==> src/rtl/bram_arb_pkg.sv <==
// Shared constants and types for the two-requester BRAM port arbiter.
package bram_arb_pkg;

    localparam logic REQ_M0 = 1'b0;
    localparam logic REQ_M1 = 1'b1;

    // Word-aligned byte address: bits 30:31 (the two LSBs) forced to zero.
    localparam logic [0:31] WORD_ALIGN_MASK = 32'hFFFF_FFFC;

    typedef struct packed {
        logic valid;
        logic owner;
        logic write;
        logic err;
    } rsp_tag_t;

endpackage

==> src/rtl/bram_rr_arbiter.sv <==
// Two-input round-robin arbiter; the last winner may hold the port for up to
// C_BURST_MAX consecutive grants while the other requester is waiting.
module bram_rr_arbiter
    import bram_arb_pkg::*;
#(
    parameter int unsigned C_BURST_MAX = 4
) (
    input  logic       clk_i,
    input  logic       rst_ni,
    input  logic [1:0] req_i,
    output logic [1:0] gnt_o
);

    localparam logic [3:0] BURST_MAX = 4'(C_BURST_MAX);

    logic       last_q, last_d;
    logic [3:0] cnt_q, cnt_d;
    logic       both;
    logic       hold;
    logic       win;

    assign both = req_i[0] & req_i[1];
    // A zero count (only after reset) never holds, so M0 wins the first contest.
    assign hold = (cnt_q != 4'd0) && (cnt_q < BURST_MAX);

    always_comb begin
        gnt_o = 2'b00;
        win   = last_q;
        if (rst_ni) begin
            if (both) begin
                win        = hold ? last_q : ~last_q;
                gnt_o[win] = 1'b1;
            end else begin
                gnt_o = req_i;
            end
        end
    end

    always_comb begin
        last_d = last_q;
        cnt_d  = 4'd1;
        if (gnt_o != 2'b00) begin
            last_d = gnt_o[1];
            if ((gnt_o[1] == last_q) && both) begin
                cnt_d = (cnt_q < BURST_MAX) ? cnt_q + 4'd1 : cnt_q;
            end
        end
    end

    always_ff @(posedge clk_i or negedge rst_ni) begin
        if (!rst_ni) begin
            last_q <= REQ_M1;
            cnt_q  <= 4'd0;
        end else begin
            last_q <= last_d;
            cnt_q  <= cnt_d;
        end
    end

endmodule

==> src/rtl/bram_port_arbiter.sv <==
// Shares one BRAM port between the SD-copy engine (M0) and the debug/loader
// path (M1); accesses issue on the accepting edge, responses return one cycle later.
module bram_port_arbiter
    import bram_arb_pkg::*;
#(
    parameter int unsigned C_MEMSIZE     = 'h2000,
    parameter int unsigned C_PORT_DWIDTH = 32,
    parameter int unsigned C_PORT_AWIDTH = 32,
    parameter int unsigned C_NUM_WE      = 4,
    parameter int unsigned C_BURST_MAX   = 4
) (
    input  logic                     BRAM_Clk,
    input  logic                     BRAM_Rst_N,

    input  logic                     M0_Valid,
    output logic                     M0_Ready,
    input  logic                     M0_Write,
    input  logic [0:C_PORT_AWIDTH-1] M0_Addr,
    input  logic [0:C_PORT_DWIDTH-1] M0_WData,
    input  logic [0:C_NUM_WE-1]      M0_BE,
    output logic                     M0_Rsp_Valid,
    output logic                     M0_Rsp_Err,
    output logic [0:C_PORT_DWIDTH-1] M0_Rsp_RData,

    input  logic                     M1_Valid,
    output logic                     M1_Ready,
    input  logic                     M1_Write,
    input  logic [0:C_PORT_AWIDTH-1] M1_Addr,
    input  logic [0:C_PORT_DWIDTH-1] M1_WData,
    input  logic [0:C_NUM_WE-1]      M1_BE,
    output logic                     M1_Rsp_Valid,
    output logic                     M1_Rsp_Err,
    output logic [0:C_PORT_DWIDTH-1] M1_Rsp_RData,

    output logic                     BRAM_EN,
    output logic [0:C_NUM_WE-1]      BRAM_WEN,
    output logic [0:C_PORT_AWIDTH-1] BRAM_Addr,
    output logic [0:C_PORT_DWIDTH-1] BRAM_Dout,
    input  logic [0:C_PORT_DWIDTH-1] BRAM_Din
);

    localparam logic [0:C_PORT_AWIDTH-1] MEM_LIMIT = C_PORT_AWIDTH'(C_MEMSIZE);

    logic [1:0]               gnt;
    logic                     granted;
    logic                     sel;
    logic                     sel_write;
    logic [0:C_PORT_AWIDTH-1] sel_addr;
    logic [0:C_PORT_DWIDTH-1] sel_wdata;
    logic [0:C_NUM_WE-1]      sel_be;
    logic                     sel_err;
    logic                     access;
    logic                     rd_ok;
    rsp_tag_t                 tag_q, tag_d;

    bram_rr_arbiter #(
        .C_BURST_MAX(C_BURST_MAX)
    ) u_arb (
        .clk_i (BRAM_Clk),
        .rst_ni(BRAM_Rst_N),
        .req_i ({M1_Valid, M0_Valid}),
        .gnt_o (gnt)
    );

    assign M0_Ready = gnt[0] & M0_Valid;
    assign M1_Ready = gnt[1] & M1_Valid;

    assign granted   = |gnt;
    assign sel       = gnt[1];
    assign sel_write = sel ? M1_Write : M0_Write;
    assign sel_addr  = sel ? M1_Addr  : M0_Addr;
    assign sel_wdata = sel ? M1_WData : M0_WData;
    assign sel_be    = sel ? M1_BE    : M0_BE;
    assign sel_err   = sel_addr >= MEM_LIMIT;

    // Out-of-range requests are still accepted but never touch the BRAM.
    assign access    = granted & ~sel_err;
    assign BRAM_EN   = access;
    assign BRAM_WEN  = (access && sel_write) ? sel_be : '0;
    assign BRAM_Addr = access ? (sel_addr & WORD_ALIGN_MASK) : '0;
    assign BRAM_Dout = access ? sel_wdata : '0;

    assign tag_d = '{valid: granted, owner: sel, write: sel_write, err: sel_err};

    always_ff @(posedge BRAM_Clk or negedge BRAM_Rst_N) begin
        if (!BRAM_Rst_N) begin
            tag_q <= '0;
        end else begin
            tag_q <= tag_d;
        end
    end

    assign rd_ok = tag_q.valid & ~tag_q.write & ~tag_q.err;

    assign M0_Rsp_Valid = tag_q.valid & (tag_q.owner == REQ_M0);
    assign M1_Rsp_Valid = tag_q.valid & (tag_q.owner == REQ_M1);
    assign M0_Rsp_Err   = M0_Rsp_Valid & tag_q.err;
    assign M1_Rsp_Err   = M1_Rsp_Valid & tag_q.err;
    assign M0_Rsp_RData = (rd_ok && (tag_q.owner == REQ_M0)) ? BRAM_Din : '0;
    assign M1_Rsp_RData = (rd_ok && (tag_q.owner == REQ_M1)) ? BRAM_Din : '0;

endmodule

==> config.mk <==
export PLATFORM = sky130hd
export DESIGN_NAME = bram_port_arbiter
export DESIGN_NICKNAME = d
export VERILOG_FILES = /design/src/rtl/bram_arb_pkg.sv /design/src/rtl/bram_rr_arbiter.sv /design/src/rtl/bram_port_arbiter.sv
export SDC_FILE = /design/constraint.sdc
export NUM_CORES = 1
export LEC_CHECK = 0
export CORE_AREA = 3 3 122 124
export CTS_CLUSTER_SIZE = 8
export DETAILED_ROUTE_END_ITERATION = 8
export DIE_AREA = 0 0 125 127
export GPL_ROUTABILITY_DRIVEN = 0
export PLACE_DENSITY_LB_ADDON = 0.3
export SLEW_MARGIN = 20
export SYNTH_ARGS = -nofsm -noshare
export SYNTH_HDL_FRONTEND = slang
export SYNTH_HIERARCHICAL = 1
export SYNTH_SLANG_ARGS = --single-unit
==> constraint.sdc <==
create_clock -name BRAM_Clk -period 8.1 [get_ports BRAM_Clk]
set_input_delay 1.62 -clock BRAM_Clk [delete_from_list [all_inputs] [get_ports BRAM_Clk]]
set_output_delay 1.62 -clock BRAM_Clk [all_outputs]
set_load 0.02 [all_outputs]
# [Yosys cells after proc, flatten, opt, wreduce, memory -nomap -nowiden]
# Cells that the tools add are included.
[totals] regBits=9 out_inout_bits=139 elab_cells=54
[classes] add_sub_neg=1 n_lt_le_gt_ge=4 eq_ne=2 muxes=17 bitwise=15 n_reduce_logical=9
[op_table] op="$mux W32" count=6
[op_table] op="$ge A32 B14 Y1 const B" count=1
[op_table] op="$mux W4" count=5
[op_table] op="$and A1 B1 Y1" count=10
[op_table] op="$logic_and A1 B1 Y1" count=6
[op_table] op="$not A1 Y1" count=5
[op_table] op="$add A4 B1 Y4 const B" count=1
[op_table] op="$lt A4 B3 Y1 const B" count=1
[op_table] op="$mux W2" count=2
[op_table] op="$reduce_bool A4 Y1" count=1
[op_table] op="$mux W1" count=3
[op_table] op="$ne A3 B3 Y1 const B" count=1
[op_table] op="$lt A1 B2 Y1 const B" count=1
[op_table] op="$reduce_bool A2 Y1" count=1
[op_table] op="$reduce_or A2 Y1" count=1
[op_table] op="$demux W1 S1" count=1
[op_table] op="$eq A1 B1 Y1" count=1
[op_table] op="$ge A1 B1 Y1 const B" count=1

# [Logic depth before layout (Yosys ltp)]
# Gate-level depths: netlist of the first run.
[depth] ltp_word=15 ltp_mapped=12 ltp_nobuf=9

# [Modules after synthesis]
# Netlist of the first run, hierarchy kept.
[by_module_without_submodules] module="bram_port_arbiter" n_inst=1 cells_each=234 area_per_inst_um2=1485.2
[by_module_without_submodules] module="bram_rr_arbiter" n_inst=1 cells_each=26 area_per_inst_um2=265.3

# [Worst setup path after synthesis of the first run]
# OpenSTA, ideal clock, no wires.
[synth_timing] kind="input -> output" start="input port M0_Valid" end="output port BRAM_WEN[0] in the netlist's numbering" arrival_ps=3401 setup_slack_ps=3079 cell_stages=8 cell_sequence="inv_1 -> o211a_1 -> buf_6 -> nor4_1 -> nand3_1 -> a221o_1 -> buf_6 -> nor3_1"
[synth_between] elab_chain_len=9 word_cells_on_any_way=12 classes_between="1 x order compare; 6 x mux; 3 x bitwise; 2 x reduce/logical"
[synth_lines] item="start: declaration" line_no="bram_port_arbiter.sv:15" source="input logic M0_Valid,"
[synth_lines] item="$and A1 B1 Y1 (*)" line_no="bram_rr_arbiter.sv:22" source="assign both = req_i[0] & req_i[1];"
[synth_lines] item="$mux W2 (*)" line_no="bram_rr_arbiter.sv:30" source="if (both) begin"
[synth_lines] item="$mux W2 (*)" line_no="bram_rr_arbiter.sv:29" source="if (rst_ni) begin"
[synth_lines] item="via gnt[1]" line_no="bram_port_arbiter.sv:44" source="logic [1:0] gnt;"
[synth_lines] item="$mux W32" line_no="bram_port_arbiter.sv:71" source="assign sel_addr = sel ? M1_Addr : M0_Addr;"
[synth_lines] item="$ge A32 B14 Y1" line_no="bram_port_arbiter.sv:74" source="assign sel_err = sel_addr >= MEM_LIMIT;"
[synth_lines] item="$not A1 Y1" line_no="bram_port_arbiter.sv:77" source="assign access = granted & ~sel_err;"
[synth_lines] item="$and A1 B1 Y1" line_no="bram_port_arbiter.sv:77"
[synth_lines] item="$logic_and A1 B1 Y1" line_no="bram_port_arbiter.sv:79" source="assign BRAM_WEN = (access && sel_write) ? sel_be : '0;"
[synth_lines] item="$mux W4 (*)" line_no="bram_port_arbiter.sv:79"
[synth_lines] item="end: declaration" line_no="bram_port_arbiter.sv:36" source="output logic [0:C_NUM_WE-1] BRAM_WEN,"
# Mark *: on every way through the listed nets, which the timed path passes. The rest lies on a longest branch.

# [Final worst setup path of the first run]
[layout_timing] start="input port BRAM_Rst_N" end="output port BRAM_WEN[2] in the netlist's numbering"
[layout_between] elab_chain_len=7 word_cells_on_any_way=10 classes_between="1 x order compare; 5 x mux; 2 x bitwise; 2 x reduce/logical"
[layout_lines] item="start: declaration" line_no="bram_port_arbiter.sv:13" source="input logic BRAM_Rst_N,"
[layout_lines] item="$mux W2 (*)" line_no="bram_rr_arbiter.sv:29"
[layout_lines] item="via gnt[1]" line_no="bram_port_arbiter.sv:44"
[layout_lines] item="$mux W32" line_no="bram_port_arbiter.sv:71"
[layout_lines] item="$ge A32 B14 Y1" line_no="bram_port_arbiter.sv:74"
[layout_lines] item="$not A1 Y1" line_no="bram_port_arbiter.sv:77"
[layout_lines] item="$and A1 B1 Y1" line_no="bram_port_arbiter.sv:77"
[layout_lines] item="$logic_and A1 B1 Y1" line_no="bram_port_arbiter.sv:79"
[layout_lines] item="$mux W4 (*)" line_no="bram_port_arbiter.sv:79"
# Marked as above.

==> flow_results.xml, run 1 <==
<?xml version="1.0" encoding="UTF-8"?>
<metrics>
  <group name="run_status">
    <metric name="outcome" unit="">finished, final reports clean</metric>
  </group>
  <group name="sta">
    <metric name="grt_setup_unrepaired" unit="">false</metric>
    <metric name="final_min_period_over_clock_period" unit="">0.840</metric>
    <metric name="count_of_endpoints_failing_setup_in_the_final_report" unit="">0</metric>
    <metric name="slew-limit-headroom" unit="">0.350</metric>
    <metric name="finalHoldViolCount" unit="">0</metric>
    <metric name="whs" unit="ns">0.456</metric>
    <metric name="max_slew.worst_pin.slew" unit="ns">0.975</metric>
    <metric name="fin_worst_skew" unit="ns">0.00258</metric>
    <metric name="setup_ws" unit="ns">1.30</metric>
    <metric name="min_period" unit="ns">6.80</metric>
    <metric name="final.setup.tns" unit="ns">0</metric>
    <metric name="fmax" unit="GHz">0.147</metric>
    <metric name="final_slew_viol_count" unit="">0</metric>
  </group>
  <group name="clock_tree">
    <metric name="clock_insertion_delay_worst_skew" unit="ns">0.23</metric>
    <metric name="cts.htree.levels" unit="">1</metric>
    <metric name="cts.reportedPaths.clkPinSlew" unit="ns">0.04</metric>
    <metric name="cts-root-to-sink-buffers" unit="">2</metric>
    <metric name="post_cts.repair.setup_buffers" unit="">0</metric>
    <metric name="cts_buffers" unit="">3</metric>
    <metric name="cts_repair_resize_count" unit="">0</metric>
    <metric name="clock_tree_from_tritoncts" unit="">built</metric>
    <metric name="clock-root-buffer" unit="">clkbuf_16</metric>
    <metric name="clock_sink_count" unit="">9</metric>
    <metric name="cts_hold_repair.buffers" unit="">0</metric>
  </group>
  <group name="worst_setup_path">
    <metric name="worstPathCellList" unit="">clkdlybuf4s50_1, o211a_2, nor4b_1, nand3_1, a221o_2, nor3_1, clkdlybuf4s50_1</metric>
    <metric name="worst_setup_path_startpoint" unit="">BRAM_Rst_N</metric>
    <metric name="crit_path_max_cell_delay" unit="ns">0.81</metric>
    <metric name="endpoint_kind" unit="">primary output</metric>
    <metric name="worst-endpoint-arrival" unit="ns">5.18</metric>
    <metric name="reg2regPathDepth" unit="">8</metric>
    <metric name="cp_common_cell" unit="">clkdlybuf4s50_1</metric>
    <metric name="worstSetupPathType" unit="">input port to primary output</metric>
    <metric name="worstSetupStartpointType" unit="">input port</metric>
    <metric name="cp_data_required_time" unit="ns">6.48</metric>
    <metric name="source_of_the_worst_register_to_register_timing_path" unit="">u_arb/cnt_q[0]$_DFFE_PN0P_</metric>
    <metric name="crit_fanout" unit="">49</metric>
    <metric name="cp_slowest_cell" unit="">clkdlybuf4s50_1</metric>
  </group>
  <group name="placed_design">
    <metric name="port-buffer-count" unit="">287</metric>
    <metric name="detailed_place_hpwl" unit="um">9480</metric>
    <metric name="worst_setup_timing_slack_at_the_placement_stage" unit="ns">1.20</metric>
    <metric name="placed_area" unit="um^2">4700</metric>
  </group>
  <group name="logic_synthesis">
    <metric name="synthesized_area_per_cell" unit="um^2">6.73</metric>
    <metric name="netlist_area" unit="um^2">1750</metric>
    <metric name="postSynthRegisterBits" unit="">9</metric>
    <metric name="synthesis.yosys.warnings" unit="">6</metric>
    <metric name="syn_inst" unit="">260</metric>
    <metric name="synth-seq-area-share" unit="">0.129</metric>
    <metric name="ys_types" unit="">30</metric>
  </group>
  <group name="global_route">
    <metric name="grt_usage" unit="">0.128</metric>
    <metric name="antenna_found_initial" unit="">0</metric>
    <metric name="grt-ovfl-total" unit="">0</metric>
    <metric name="grt_pass1_wl" unit="um">16600</metric>
    <metric name="pin_count_of_the_biggest_net_entering_global_routing" unit="">50</metric>
    <metric name="grt_pass1_vias" unit="">3031</metric>
  </group>
  <group name="power">
    <metric name="fin_total_pwr" unit="uW">293</metric>
    <metric name="leakage" unit="uW">0.00170</metric>
    <metric name="pwr_density_cell" unit="nW/um^2">60.7</metric>
    <metric name="power.ir.vdd_worst" unit="uV">76.2</metric>
  </group>
  <group name="routing">
    <metric name="drtIter0Drc" unit="">52</metric>
    <metric name="antenna_left" unit="">0</metric>
    <metric name="routed_wire_length_per_instance" unit="um">15.8</metric>
    <metric name="drt_pre_antenna_iters" unit="">4</metric>
    <metric name="total_detailed_routing_wirelength" unit="um">11300</metric>
    <metric name="detail_route.vias_per_cell" unit="">4.04</metric>
    <metric name="via_count" unit="">2876</metric>
    <metric name="drt_drc_violations_left" unit="">0</metric>
  </group>
  <group name="floorplanning">
    <metric name="floorplan.die.height" unit="um">127</metric>
    <metric name="placementRows" unit="">43</metric>
    <metric name="core_region_area" unit="um^2">13900</metric>
    <metric name="initial_utilization" unit="">0.126</metric>
    <metric name="chipWidth" unit="um">125</metric>
    <metric name="die_area" unit="um^2">15900</metric>
    <metric name="ios" unit="">313</metric>
  </group>
  <group name="layout">
    <metric name="count_of_antenna_diodes_in_the_layout" unit="">0</metric>
    <metric name="drive_above_1_share" unit="">0.0301</metric>
    <metric name="final_area" unit="um^2">4820</metric>
    <metric name="ff_latch_area" unit="um^2">226</metric>
    <metric name="areaGrowthSynthToFinish" unit="%">175</metric>
    <metric name="number_of_nets_in_the_layout" unit="">709</metric>
    <metric name="layout_commonest_cell" unit="">clkdlybuf4s50_1</metric>
    <metric name="multi_input_comb_area" unit="um^2">1350</metric>
    <metric name="layout_common_cells" unit="">clkdlybuf4s50_1, and2_1, a22oi_1</metric>
    <metric name="fillers" unit="">1460</metric>
  </group>
  <group name="job">
    <metric name="cap_viol_max_count" unit="">0</metric>
  </group>
  <group name="min_path">
    <metric name="min-delay-path-class" unit="">flip-flop to flip-flop</metric>
    <metric name="min_from" unit="">u_arb/cnt_q[0]$_DFFE_PN0P_</metric>
    <metric name="min_delay_path_depth" unit="">1</metric>
  </group>
</metrics>
## worst max-delay path: cells and delay by family
| kind | cells | cell delay [ns] |
|---|---|---|
| compound gates | 2 | 1.33 |
| simple gates | 3 | 0.74 |
| buf+inv | 2 | 1.46 |
## worst paths after layout
check	slack, ns	end
worst max-delay path	1.30	BRAM_WEN[2]
worst min-delay path	0.46	u_arb/cnt_q[0]$_DFFE_PN0P_
worst max register to register	5.11	tag_q[0]$_DFF_PN0_
worst min register to register	0.46	u_arb/cnt_q[0]$_DFFE_PN0P_
max in group asynchronous	5.99	u_arb/last_q$_DFFE_PN1P_
min in group asynchronous	1.74	tag_q[1]$_DFF_PN0_
## metal layers
metal	track usage	up-vias	wire, um
met4	0.0159	0	85
met2	0.252	196	5880
li1	-	1396	-
met5	0	-	0
met3	0.0326	6	1040
met1	0.142	1278	4250
## layout make-up
cell class	count	area share
clock buffer	4	0.0164
inverter	4	0.00312
multi-input combinational	224	0.280
sequential	9	0.0470
tap	180	0.0468
timing repair buffer	291	0.606
## sequential cells by signal (all words and copies together), names as in the netlist
signal / flops
tag_q: 4
u_arb/cnt_q: 4
u_arb/last_q: 1
## power by group
group / switching (uW) / internal (uW) / leakage [uW]
Clock: 20.3 / 65.7 / 0.0000382
Sequential: 4.23 / 49.9 / 0.000105
Combinational: 56.4 / 96.1 / 0.00156
## synthesized netlist by cell type (all sizes together)
cell,number,area share
o211a,1,0.0057
and4,1,0.0057
clkbuf,18,0.039
and3,1,0.0036
inv,4,0.0086
nor3,6,0.020
nor3b,1,0.0043
nor2b,4,0.014
a221o,1,0.0057
dfstp,1,0.015
dfrtp,8,0.11
or2,1,0.0036
nor4bb,1,0.0057
xnor2,1,0.0050
ha,2,0.014
and2,69,0.25
mux2i,1,0.0057
a21oi,4,0.011
nand2,3,0.0064
a22oi,47,0.20
nor4,9,0.032
nand3,3,0.0086
nor4b,2,0.010
nor2,43,0.092
buf,25,0.11
conb,2,0.0043
o21a,1,0.0043
## kinds of logic (layout without fill, tap and decap cells)
group | after synthesis | after routing | synth area share
simple gates | 144 | 144 | 0.453
compound gates | 54 | 54 | 0.229
buf+inv | 47 | 299 | 0.159
flops | 9 | 9 | 0.129
fa+ha+maj | 2 | 2 | 0.0143
other cells | 2 | 22 | 0.00429
xor+xnor | 1 | 1 | 0.00500
mux | 1 | 1 | 0.00572
## metrics by stage
step / instances / util
after global placement: 706 / 0.339
after detailed placement: 706 / 0.339
final: 712 / 0.347
after CTS: 710 / 0.345
after floorplan: 280 / -
after global routing: 712 / 0.347
No activity file was read; power rests on OpenSTA's default activity.
==> inputs of run 2 (changes only) <==
--- a/config.mk
+++ b/config.mk
@@ -5,10 +5,10 @@
 export SDC_FILE = /design/constraint.sdc
 export NUM_CORES = 1
 export LEC_CHECK = 0
-export CORE_AREA = 3 3 122 124
+export CORE_AREA = 3 3 120 122
 export CTS_CLUSTER_SIZE = 8
 export DETAILED_ROUTE_END_ITERATION = 8
-export DIE_AREA = 0 0 125 127
+export DIE_AREA = 0 0 123 125
 export GPL_ROUTABILITY_DRIVEN = 0
 export PLACE_DENSITY_LB_ADDON = 0.3
 export SLEW_MARGIN = 20
==> constraint.sdc (replaced) <==
create_clock -name BRAM_Clk -period 7.1 [get_ports BRAM_Clk]
set_input_delay 1.42 -clock BRAM_Clk [delete_from_list [all_inputs] [get_ports BRAM_Clk]]
set_output_delay 1.42 -clock BRAM_Clk [all_outputs]
set_load 0.02 [all_outputs]
==> flow_results.xml, run 2 (same netlist as run 1, synthesis figures left out) <==
<?xml version="1.0" encoding="UTF-8"?>
<metrics>
  <group name="run_status">
    <metric name="outcome" unit="">finished, final reports clean</metric>
  </group>
  <group name="power">
    <metric name="leakage" unit="uW">0.00171</metric>
    <metric name="clkPwrFrac" unit="">0.295</metric>
    <metric name="seq_power_share" unit="">0.183</metric>
    <metric name="switching_pwr" unit="uW">93.9</metric>
    <metric name="internal_cell_power" unit="uW">242</metric>
    <metric name="power_switching_share" unit="">0.280</metric>
    <metric name="comb_power_share" unit="">0.522</metric>
    <metric name="power.ir.vdd_worst" unit="uV">67.2</metric>
    <metric name="pwr_density_cell" unit="nW/um^2">69.7</metric>
  </group>
  <group name="sta">
    <metric name="fmax" unit="GHz">0.162</metric>
    <metric name="final.setup.tns" unit="ns">0</metric>
    <metric name="max_slew.worst_pin.slew" unit="ns">0.960</metric>
    <metric name="final_slew_viol_count" unit="">0</metric>
    <metric name="final_min_period_over_clock_period" unit="">0.872</metric>
    <metric name="finalHoldViolCount" unit="">0</metric>
    <metric name="grt_setup_unrepaired" unit="">false</metric>
    <metric name="min_period" unit="ns">6.19</metric>
    <metric name="fin_worst_skew" unit="ns">0.00350</metric>
    <metric name="count_of_endpoints_failing_setup_in_the_final_report" unit="">0</metric>
    <metric name="slew-limit-headroom" unit="">0.360</metric>
  </group>
  <group name="routing">
    <metric name="detail_route.vias_per_cell" unit="">4.13</metric>
    <metric name="total_detailed_routing_wirelength" unit="um">11600</metric>
    <metric name="routed_wire_length_per_instance" unit="um">16.4</metric>
    <metric name="drtIter0Drc" unit="">87</metric>
    <metric name="via_count" unit="">2930</metric>
    <metric name="drt_pre_antenna_iters" unit="">4</metric>
    <metric name="antenna_left" unit="">0</metric>
    <metric name="drt_drc_violations_left" unit="">0</metric>
  </group>
  <group name="clock_tree">
    <metric name="post_cts.repair.setup_buffers" unit="">0</metric>
    <metric name="cts.htree.levels" unit="">1</metric>
    <metric name="cts-root-to-sink-buffers" unit="">2</metric>
    <metric name="clock_tree_from_tritoncts" unit="">built</metric>
    <metric name="clock_sink_count" unit="">9</metric>
    <metric name="cts.reportedPaths.clkPinSlew" unit="ns">0.04</metric>
    <metric name="cts_buffers" unit="">3</metric>
    <metric name="clock-root-buffer" unit="">clkbuf_16</metric>
    <metric name="cts_hold_repair.buffers" unit="">0</metric>
    <metric name="cts_repair_resize_count" unit="">0</metric>
    <metric name="clock_insertion_delay_worst_skew" unit="ns">0.23</metric>
  </group>
  <group name="worst_setup_path">
    <metric name="cp_data_required_time" unit="ns">5.68</metric>
    <metric name="endpoint_kind" unit="">primary output</metric>
    <metric name="r2r_slack" unit="ns">4.27</metric>
    <metric name="worstSetupStartpointType" unit="">input port</metric>
    <metric name="worst-endpoint-arrival" unit="ns">4.77</metric>
    <metric name="crit_fanout" unit="">49</metric>
    <metric name="worstSetupPathType" unit="">input port to primary output</metric>
  </group>
  <group name="floorplanning">
    <metric name="initial_utilization" unit="">0.132</metric>
    <metric name="placementRows" unit="">42</metric>
    <metric name="floorplan.die.height" unit="um">125</metric>
    <metric name="ios" unit="">313</metric>
    <metric name="die_area" unit="um^2">15400</metric>
    <metric name="chipWidth" unit="um">123</metric>
    <metric name="core_region_area" unit="um^2">13300</metric>
  </group>
  <group name="global_route">
    <metric name="grt_usage" unit="">0.138</metric>
    <metric name="grt-ovfl-total" unit="">0</metric>
    <metric name="antenna_found_initial" unit="">0</metric>
    <metric name="grt_pass1_vias" unit="">3076</metric>
    <metric name="pin_count_of_the_biggest_net_entering_global_routing" unit="">50</metric>
    <metric name="grt_pass1_wl" unit="um">16800</metric>
  </group>
  <group name="placed_design">
    <metric name="detailed_place_hpwl" unit="um">9920</metric>
    <metric name="placed_area" unit="um^2">4720</metric>
    <metric name="number_of_instances_in_the_placed_design" unit="">705</metric>
    <metric name="port-buffer-count" unit="">287</metric>
  </group>
  <group name="layout">
    <metric name="number_of_nets_in_the_layout" unit="">711</metric>
    <metric name="layout_top_registers" unit="">tag_q x4, u_arb/cnt_q x4, u_arb/last_q x1</metric>
    <metric name="final_area" unit="um^2">4810</metric>
    <metric name="fillers" unit="">1384</metric>
    <metric name="ff_latch_area" unit="um^2">226</metric>
    <metric name="drive_above_1_share" unit="">0.0337</metric>
    <metric name="areaGrowthSynthToFinish" unit="%">175</metric>
    <metric name="count_of_antenna_diodes_in_the_layout" unit="">0</metric>
    <metric name="stdcell_count" unit="">710</metric>
    <metric name="multi_input_comb_area" unit="um^2">1350</metric>
    <metric name="layout_common_cells" unit="">clkdlybuf4s50_1, and2_1, a22oi_1</metric>
    <metric name="layout_commonest_cell" unit="">clkdlybuf4s50_1</metric>
  </group>
  <group name="job">
    <metric name="cap_viol_max_count" unit="">0</metric>
  </group>
  <group name="min_path">
    <metric name="min-delay-path-class" unit="">flip-flop to flip-flop</metric>
  </group>
</metrics>
run 2: changes by cell type in the layout (fill, tap and decap cells not counted), sizes merged:
cell,before,now
buf,3,5
run 2: path summary, 6_finish.rpt:
| kind | startpoint | to | cells after the start |
|---|---|---|---|
| worst max-delay path | BRAM_Rst_N | BRAM_WEN[2] | 8 |
| worst min-delay path | u_arb/cnt_q[0]$_DFFE_PN0P_ | u_arb/cnt_q[0]$_DFFE_PN0P_ | 1 |
| worst max register to register | u_arb/cnt_q[0]$_DFFE_PN0P_ | tag_q[0]$_DFF_PN0_ | 9 |
| worst min register to register | u_arb/cnt_q[0]$_DFFE_PN0P_ | u_arb/cnt_q[0]$_DFFE_PN0P_ | 1 |
| max in group asynchronous | BRAM_Rst_N | u_arb/cnt_q[0]$_DFFE_PN0P_ | 1 |
| min in group asynchronous | BRAM_Rst_N | tag_q[2]$_DFF_PN0_ | 1 |
run 2: worst max-delay path: stages:
cell and delay [ns]:
clkdlybuf4s50_1 0.70, o211a_2 0.26, buf_4 0.19, nor4_1 0.28, nand3_1 0.13, a221o_2 0.75
nor3_1 0.35, clkdlybuf4s50_1 0.65
run 2: power groups by stage:
| stage | combinational [uW] | sequential [uW] | clock, uW |
|---|---|---|---|
| final | 175 | 61.5 | 98.8 |
| after global routing | 189 | 62.0 | 102 |
| after CTS | 176 | 61.5 | 101 |
| after detailed placement | 175 | 62.4 | 0 |
| after global placement | 173 | 61.6 | 0 |
| after floorplan | 65.7 | 60.4 | 0 |
run 2: cell type report:
cell class | count | area share
inverter | 4 | 0.00312
tap | 176 | 0.0457
timing repair buffer | 293 | 0.607
multi-input combinational | 224 | 0.280
sequential | 9 | 0.0470
clock buffer | 4 | 0.0164
run 2: layer usage:
layer / vias up / wire length [um] / GRT usage
li1: 1409 / - / -
met4: 0 / 31 / 0.0117
met2: 197 / 6220 / 0.279
met5: - / 0 / 0
met3: 4 / 1380 / 0.0343
met1: 1320 / 4000 / 0.146
run 2: stage by stage:
| stage | setup slack (ns) | util | total power [uW] | hold slack [ns] |
|---|---|---|---|---|
| floorplan | 2.48 | - | 126 | 0.432 |
| global placement | 0.978 | 0.355 | 235 | 0.445 |
| detailed placement | 0.865 | 0.355 | 238 | 0.479 |
| CTS | 0.837 | 0.361 | 339 | 0.484 |
| global route | 0.696 | 0.362 | 353 | 0.516 |
| finish | 0.910 | 0.362 | 336 | 0.469 |
